$ cat config.mk
export PLATFORM = sky130hd
export DESIGN_NAME = lock_ctrl
export DESIGN_NICKNAME = d
export VERILOG_FILES = /design/src/rtl/lock_pkg.sv /design/src/rtl/lockout_timer.sv /design/src/rtl/lock_ctrl.sv
export SDC_FILE = /design/constraint.sdc
export NUM_CORES = 1
export LEC_CHECK = 0
export CORE_MARGIN = 10
export CORE_UTILIZATION = 57
export CTS_CLUSTER_DIAMETER = 60
export DETAILED_ROUTE_END_ITERATION = 6
export PLACE_DENSITY = 0.83
export REMOVE_ABC_BUFFERS = 1
export SLEW_MARGIN = 0
export SYNTH_ARGS = -nofsm -noshare
export SYNTH_HDL_FRONTEND = slang
export SYNTH_SLANG_ARGS = --single-unit
$ cat constraint.sdc
create_clock -name clk -period 3 [get_ports clk]
set_input_delay 0.6 -clock clk [delete_from_list [all_inputs] [get_ports clk]]
set_output_delay 0.6 -clock clk [all_outputs]
set_load 0.01 [all_outputs]
$ cat src/rtl/lock_pkg.sv
// Shared definitions for the keypad lock controller.
//   st_e         : 5-bit state codes driven on lock_ctrl.st (the input generator decodes these
//                  for RAM address and write-enable, so the encodings are fixed).
//   CODE_*       : meaning of the 2-bit in_code key result.
package lock_pkg;

  typedef enum logic [4:0] {
    StIdle    = 5'd0,
    StV1      = 5'd1,
    StV2      = 5'd2,
    StV3      = 5'd3,
    StV4      = 5'd4,
    StOpen    = 5'd5,
    StS0      = 5'd6,
    StS1      = 5'd7,
    StS2      = 5'd8,
    StS3      = 5'd9,
    StS4      = 5'd10,
    StLockout = 5'd11
  } st_e;

  localparam logic [1:0] CODE_MATCH = 2'b00;
  localparam logic [1:0] CODE_MISS  = 2'b01;
  localparam logic [1:0] CODE_STAR  = 2'b10;
  localparam logic [1:0] CODE_HASH  = 2'b11;

  // Digits are the two codes with the top bit clear.
  function automatic logic is_digit(input logic [1:0] code);
    return ~code[1];
  endfunction

endpackage

$ cat src/rtl/lockout_timer.sv
// Lockout duration timer.
//   clk, reset : clock and synchronous active-high reset
//   start      : holds the count at zero (asserted while not in lockout)
//   enable     : counts one per cycle while high
//   done       : high on the cycle the count reaches LOCKOUT_CYCLES-1
// Only instantiated when LOCK_CTRL_LOCKOUT_TIMER_EN is defined.
module lockout_timer #(
  parameter int unsigned LOCKOUT_CYCLES = 1000
) (
  input  logic clk,
  input  logic reset,
  input  logic start,
  input  logic enable,
  output logic done
);

  localparam logic [15:0] LastCount = 16'(LOCKOUT_CYCLES - 1);

  logic [15:0] cnt_q;

  always_ff @(posedge clk) begin
    if (reset || start) begin
      cnt_q <= '0;
    end else if (enable) begin
      cnt_q <= cnt_q + 16'd1;
    end
  end

  assign done = enable && (cnt_q == LastCount);

endmodule

$ cat src/rtl/lock_ctrl.sv
// Keypad lock controller: 4-digit verification, open/relock, new-password entry and lockout
// after MAX_FAIL consecutive failed verifications.
//   clk, reset : clock and synchronous active-high reset
//   key_valid  : one-cycle strobe, in_code holds a new key result
//   in_code    : 00 match, 01 mismatch, 10 '*', 11 '#'
//   st         : registered state code (see lock_pkg::st_e)
//   unlocked   : high while in OPEN
//   alarm      : high while in LOCKOUT
//   fail_cnt   : consecutive failed verifications, saturates at MAX_FAIL
// Build option LOCK_CTRL_LOCKOUT_TIMER_EN: when defined, LOCKOUT ends after LOCKOUT_CYCLES
// cycles and clears fail_cnt; otherwise LOCKOUT holds until reset.
module lock_ctrl
  import lock_pkg::*;
#(
  parameter int unsigned MAX_FAIL       = 3,
  parameter int unsigned LOCKOUT_CYCLES = 1000
) (
  input  logic       clk,
  input  logic       reset,
  input  logic       key_valid,
  input  logic [1:0] in_code,
  output logic [4:0] st,
  output logic       unlocked,
  output logic       alarm,
  output logic [1:0] fail_cnt
);

  if (MAX_FAIL < 1 || MAX_FAIL > 3 || LOCKOUT_CYCLES < 1 || LOCKOUT_CYCLES > 65535)
  begin : gen_bad_param
    $error("lock_ctrl: parameter out of range");
  end

  localparam logic [1:0] MaxFail = 2'(MAX_FAIL);

  st_e        st_q;
  logic       err_flag_q;
  logic [1:0] fail_inc;
  logic       timer_done;

  assign fail_inc = (fail_cnt >= MaxFail) ? MaxFail : fail_cnt + 2'd1;

`ifdef LOCK_CTRL_LOCKOUT_TIMER_EN
  lockout_timer #(
    .LOCKOUT_CYCLES(LOCKOUT_CYCLES)
  ) u_lockout_timer (
    .clk   (clk),
    .reset (reset),
    .start (st_q != StLockout),
    .enable(st_q == StLockout),
    .done  (timer_done)
  );
`else
  assign timer_done = 1'b0;
`endif

  always_ff @(posedge clk) begin
    if (reset) begin
      st_q       <= StIdle;
      err_flag_q <= 1'b0;
      fail_cnt   <= 2'd0;
      unlocked   <= 1'b0;
      alarm      <= 1'b0;
    end else if (st_q == StLockout) begin
      // Keys are ignored here; only the timer (when built in) leaves this state.
      if (timer_done) begin
        st_q     <= StIdle;
        fail_cnt <= 2'd0;
        alarm    <= 1'b0;
      end
    end else if (key_valid) begin
      unique case (st_q)
        StIdle: begin
          if (is_digit(in_code)) begin
            st_q       <= StV1;
            err_flag_q <= (in_code == CODE_MISS);
          end
        end
        StV1, StV2, StV3: begin
          if (is_digit(in_code)) begin
            st_q       <= st_e'(st_q + 5'd1);
            err_flag_q <= err_flag_q | (in_code == CODE_MISS);
          end else if (in_code == CODE_STAR) begin
            st_q <= StIdle;
          end else begin
            fail_cnt <= fail_inc;
            if (fail_inc == MaxFail) begin
              st_q  <= StLockout;
              alarm <= 1'b1;
            end else begin
              st_q <= StIdle;
            end
          end
        end
        StV4: begin
          if (in_code == CODE_STAR) begin
            st_q <= StIdle;
          end else if (in_code == CODE_HASH) begin
            if (!err_flag_q) begin
              st_q     <= StOpen;
              fail_cnt <= 2'd0;
              unlocked <= 1'b1;
            end else begin
              fail_cnt <= fail_inc;
              if (fail_inc == MaxFail) begin
                st_q  <= StLockout;
                alarm <= 1'b1;
              end else begin
                st_q <= StIdle;
              end
            end
          end
        end
        StOpen: begin
          if (in_code == CODE_STAR) begin
            st_q     <= StS0;
            unlocked <= 1'b0;
          end else if (in_code == CODE_HASH) begin
            st_q     <= StIdle;
            unlocked <= 1'b0;
          end
        end
        StS0, StS1, StS2, StS3: begin
          if (is_digit(in_code)) begin
            st_q <= st_e'(st_q + 5'd1);
          end else if (in_code == CODE_STAR) begin
            st_q     <= StOpen;
            unlocked <= 1'b1;
          end
        end
        StS4: begin
          if (in_code == CODE_HASH) begin
            st_q <= StIdle;
          end else if (in_code == CODE_STAR) begin
            st_q     <= StOpen;
            unlocked <= 1'b1;
          end
        end
        default: begin
          st_q     <= StIdle;
          unlocked <= 1'b0;
          alarm    <= 1'b0;
        end
      endcase
    end
  end

  assign st = st_q;

endmodule

==> metrics.md <==
| Metric | Value |
|---|---|
| Critical Path Max Stage Delay | `0.48 ns` |
| Resize count post-CTS | `0` |
| Final setup vio count | `0` |
| Slowest cell on the critical path | `dfxtp_1` |
| CTS Buf Count | `3` |
| Row count | `14` |
| Synthesis Warnings | `0` |
| Fmax | `0.4502 GHz` |
| RSZ-0062 raised after global routing | `no` |
| CP max FO | `9` |
| PortBufs | `13` |
| Layout Cell Area excl Fill | `1075 sq um` |
| Reg2Reg Depth | `7` |
| Hold Buf Count CTS | `0` |
| Nets | `145` |
| Top-area cell type share of the netlist area | `21.59%` |
| Top cells by area, synth | `dfxtp_1, a21oi_1, nor2_1` |
| Max Cap Viol | `0` |
| Final hold slack | `0.4898 ns` |
| Final Util | `70.53%` |
| Main flop type after synthesis | `dfxtp_1` |
| Hold Crit Start | `alarm$_SDFFE_PP0P_` |
| Area leader, netlist | `dfxtp_1` |
| Critical-path cell list | `inv_1 > ha_1 > or3_1 > and2_4 > a2111oi_4 > a21oi_1 > a211oi_1` |
| R2r endpoint | `unlocked$_SDFFE_PP0P_` |
| Die W | `60.33 um` |
| Most common cell in the netlist | `nor2_1` |
| Share of layout cells above drive strength 1 | `8.209%` |
| Top cells by count, synth | `nor2_1, a21oi_1, dfxtp_1, o21ai_0, inv_1` |
| Worst Hold Path EP | `alarm$_SDFFE_PP0P_` |
| Multi-input logic area | `675.6 sq um` |
| Slew @ Worst Pin | `0.5604 ns` |
| Total vias in the final route | `1040` |
| Post-synth EDFFs | `0` |
| Worst R2R Start | `st[0]$_SDFFE_PP0P_` |
| First-pass GRT wire length | `4347 um` |
| Initial Util | `60.84%` |
| Final Cycle Share | `74.05%` |
| Crit path DAT | `2.41 ns` |
| TritonCTS clock tree | `done` |
| Minimum clock period | `2.221 ns` |
| Skew-Pair Late Insertion Delay | `0.27 ns` |
| H-tree Lvls | `1` |
| Worst min-delay path category | `flop to flop` |
| Routed Antenna Nets | `0` |
| Iter 0 DRT Violations | `60` |
| Via density | `6.933` |
| IO Pins | `14` |
| Pre-Repair DR Iteration Count | `4` |
| Post-synthesis cell count | `124` |
| Synth unique cells | `44` |
| WL per Instance | `17.62 um` |
| Post-synthesis sequential area ratio | `21.59%` |
| DRC Markers | `0` |
| Slew headroom | `62.32%` |
| Clock slew at reported path FFs | `0.07 ns` |
| WL final | `2643 um` |
| Synthesized flop and latch total | `10` |
| CP Launch Type | `flop` |
| Fin Setup TNS | `0 ns` |
| Initial antenna violation count | `0` |
| Diodes inserted | `0` |
| Placed insts | `147` |
| Synthesis-to-finish area growth | `15.92%` |
| Root Buffer | `clkbuf_4` |
| Final Hold Violating Endpoints | `0` |
| Placed cell area | `1052 sq um` |
| Mapped cell area | `927.1 sq um` |
| VDD IR max | `265.4 uV` |
| Critical Path RT | `3.19 ns` |
| CTS Sinks | `10` |
| Synth Area per Inst | `7.477 sq um` |
| Hold Crit Depth | `2` |
| Lkg Pwr | `0.0003446 uW` |
| GRT overflow | `0` |
| Pins Over Slew Limit | `0` |
| Largest net degree at the start of global routing | `19` |
| Placeable core area | `1524 sq um` |
| Postcts setup bufs | `0` |
| DIE HEIGHT | `60.33 um` |
| Hpwl dp | `1948 um` |
| Register area | `200.2 sq um` |
| Vias in the first global route | `908` |
| Post-synth ARST share | `0%` |
| Clock Skew | `0.003054 ns` |
| Outcome | `complete, no violations` |
| Max Root-Sink Buffers | `2` |
| Worst Setup End Kind | `flop` |
| All-Layer GR Usage | `15.10%` |
| Final RePlAce weighted congestion | `0.9821` |
| Reg-to-reg slack, setup | `0.78 ns` |
| Fillers | `134` |
| Pwr/cell area | `498.9 nW/um^2` |
| Die Footprint | `3640 sq um` |
| Worst setup path class | `flop to flop` |
| Fin cells | `150` |
metrics by stage:
| step | setup slack [ns] | total power [uW] |
|---|---|---|
| detailed placement | 0.5274 | 434.7 |
| global placement | 0.5881 | 428.2 |
| finish | 0.7785 | 536.3 |
| floorplan | 0.9833 | 352.8 |
| CTS | 0.7942 | 530.4 |
| global route | 0.6666 | 568.9 |
cell families (layout without fill, tap and decap cells):
family	count (synthesis)	count (layout)	synth area share, %
AOI/OAI and AO/OA	46	46	34.95
adders and majority gates	4	4	5.398
buffers and inverters	13	23	5.533
DFF	10	10	21.59
muxes	2	2	2.159
and+or+nand+nor	49	49	30.36
state kept, by name, summed over array words and instances (netlist names):
name	count
alarm	1
fail_cnt	2
unlocked	1
err_flag_q	1
st	5
power breakdown:
group	internal [uW]	switching, uW	leakage (uW)
registers	147	29.8	0.0000816
clock network	46.6	50.9	0.0000138
logic	114	148	0.000249
cells in the final DEF (no fill, tap or decap), types with 3 or more instances in the layout:
| cell | synthesis | layout |
|---|---|---|
| a211oi_1 | 3 | 3 |
| a21oi_1 | 11 | 11 |
| a31oi_1 | 4 | 4 |
| clkbuf_4 | 0 | 3 |
| clkdlybuf4s50_1 | 0 | 13 |
| dfxtp_1 | 10 | 10 |
| ha_1 | 4 | 4 |
| inv_1 | 7 | 7 |
| nand2_1 | 6 | 6 |
| nand2b_1 | 4 | 4 |
| nand3_1 | 5 | 5 |
| nor2_1 | 14 | 14 |
| nor3_1 | 3 | 3 |
| o21ai_0 | 9 | 9 |
| o21ai_1 | 3 | 3 |
worst max path at each step:
stage / from / end / slack, ns / depth (start not counted)
detailed placement: in_code[1] / st[1]$_SDFFE_PP0P_ / 0.53 / 6
floorplan: st[0]$_SDFFE_PP0P_ / st[3]$_SDFFE_PP0P_ / 0.98 / 7
finish: st[0]$_SDFFE_PP0P_ / unlocked$_SDFFE_PP0P_ / 0.78 / 7
global placement: in_code[1] / st[1]$_SDFFE_PP0P_ / 0.59 / 6
global route: in_code[1] / st[1]$_SDFFE_PP0P_ / 0.67 / 6
CTS: st[0]$_SDFFE_PP0P_ / unlocked$_SDFFE_PP0P_ / 0.79 / 7
metal layers:
metal / wire [um] / GRT usage (%) / part of all wire [%]
met4: 44 / 5.769 / 1.7
met1: 1073 / 19.24 / 41
met5: 0 / 0 / 0
met3: 328 / 4.384 / 12
met2: 1197 / 23.38 / 45
area by class of cell:
cell class                      instances  share of cell area (%)
Clock buffer                            3                   2.095
Inverter                                7                   2.445
Multi-Input combinational cell        101                   62.86
Sequential cell                        10                   18.63
Tap cell                               16                   1.863
Timing Repair Buffer                   13                   12.11
critical path: cells and delay by family (launching register included):
kind	cells	cell delay, ns
AO/OA/AOI/OAI	3	0.54
flip-flops	1	0.48
AND/OR/NAND/NOR	2	0.70
adder cells (fa/ha/maj)	1	0.27
buffers and inverters	1	0.13
Note: power is estimated with default switching activity, not from simulation.
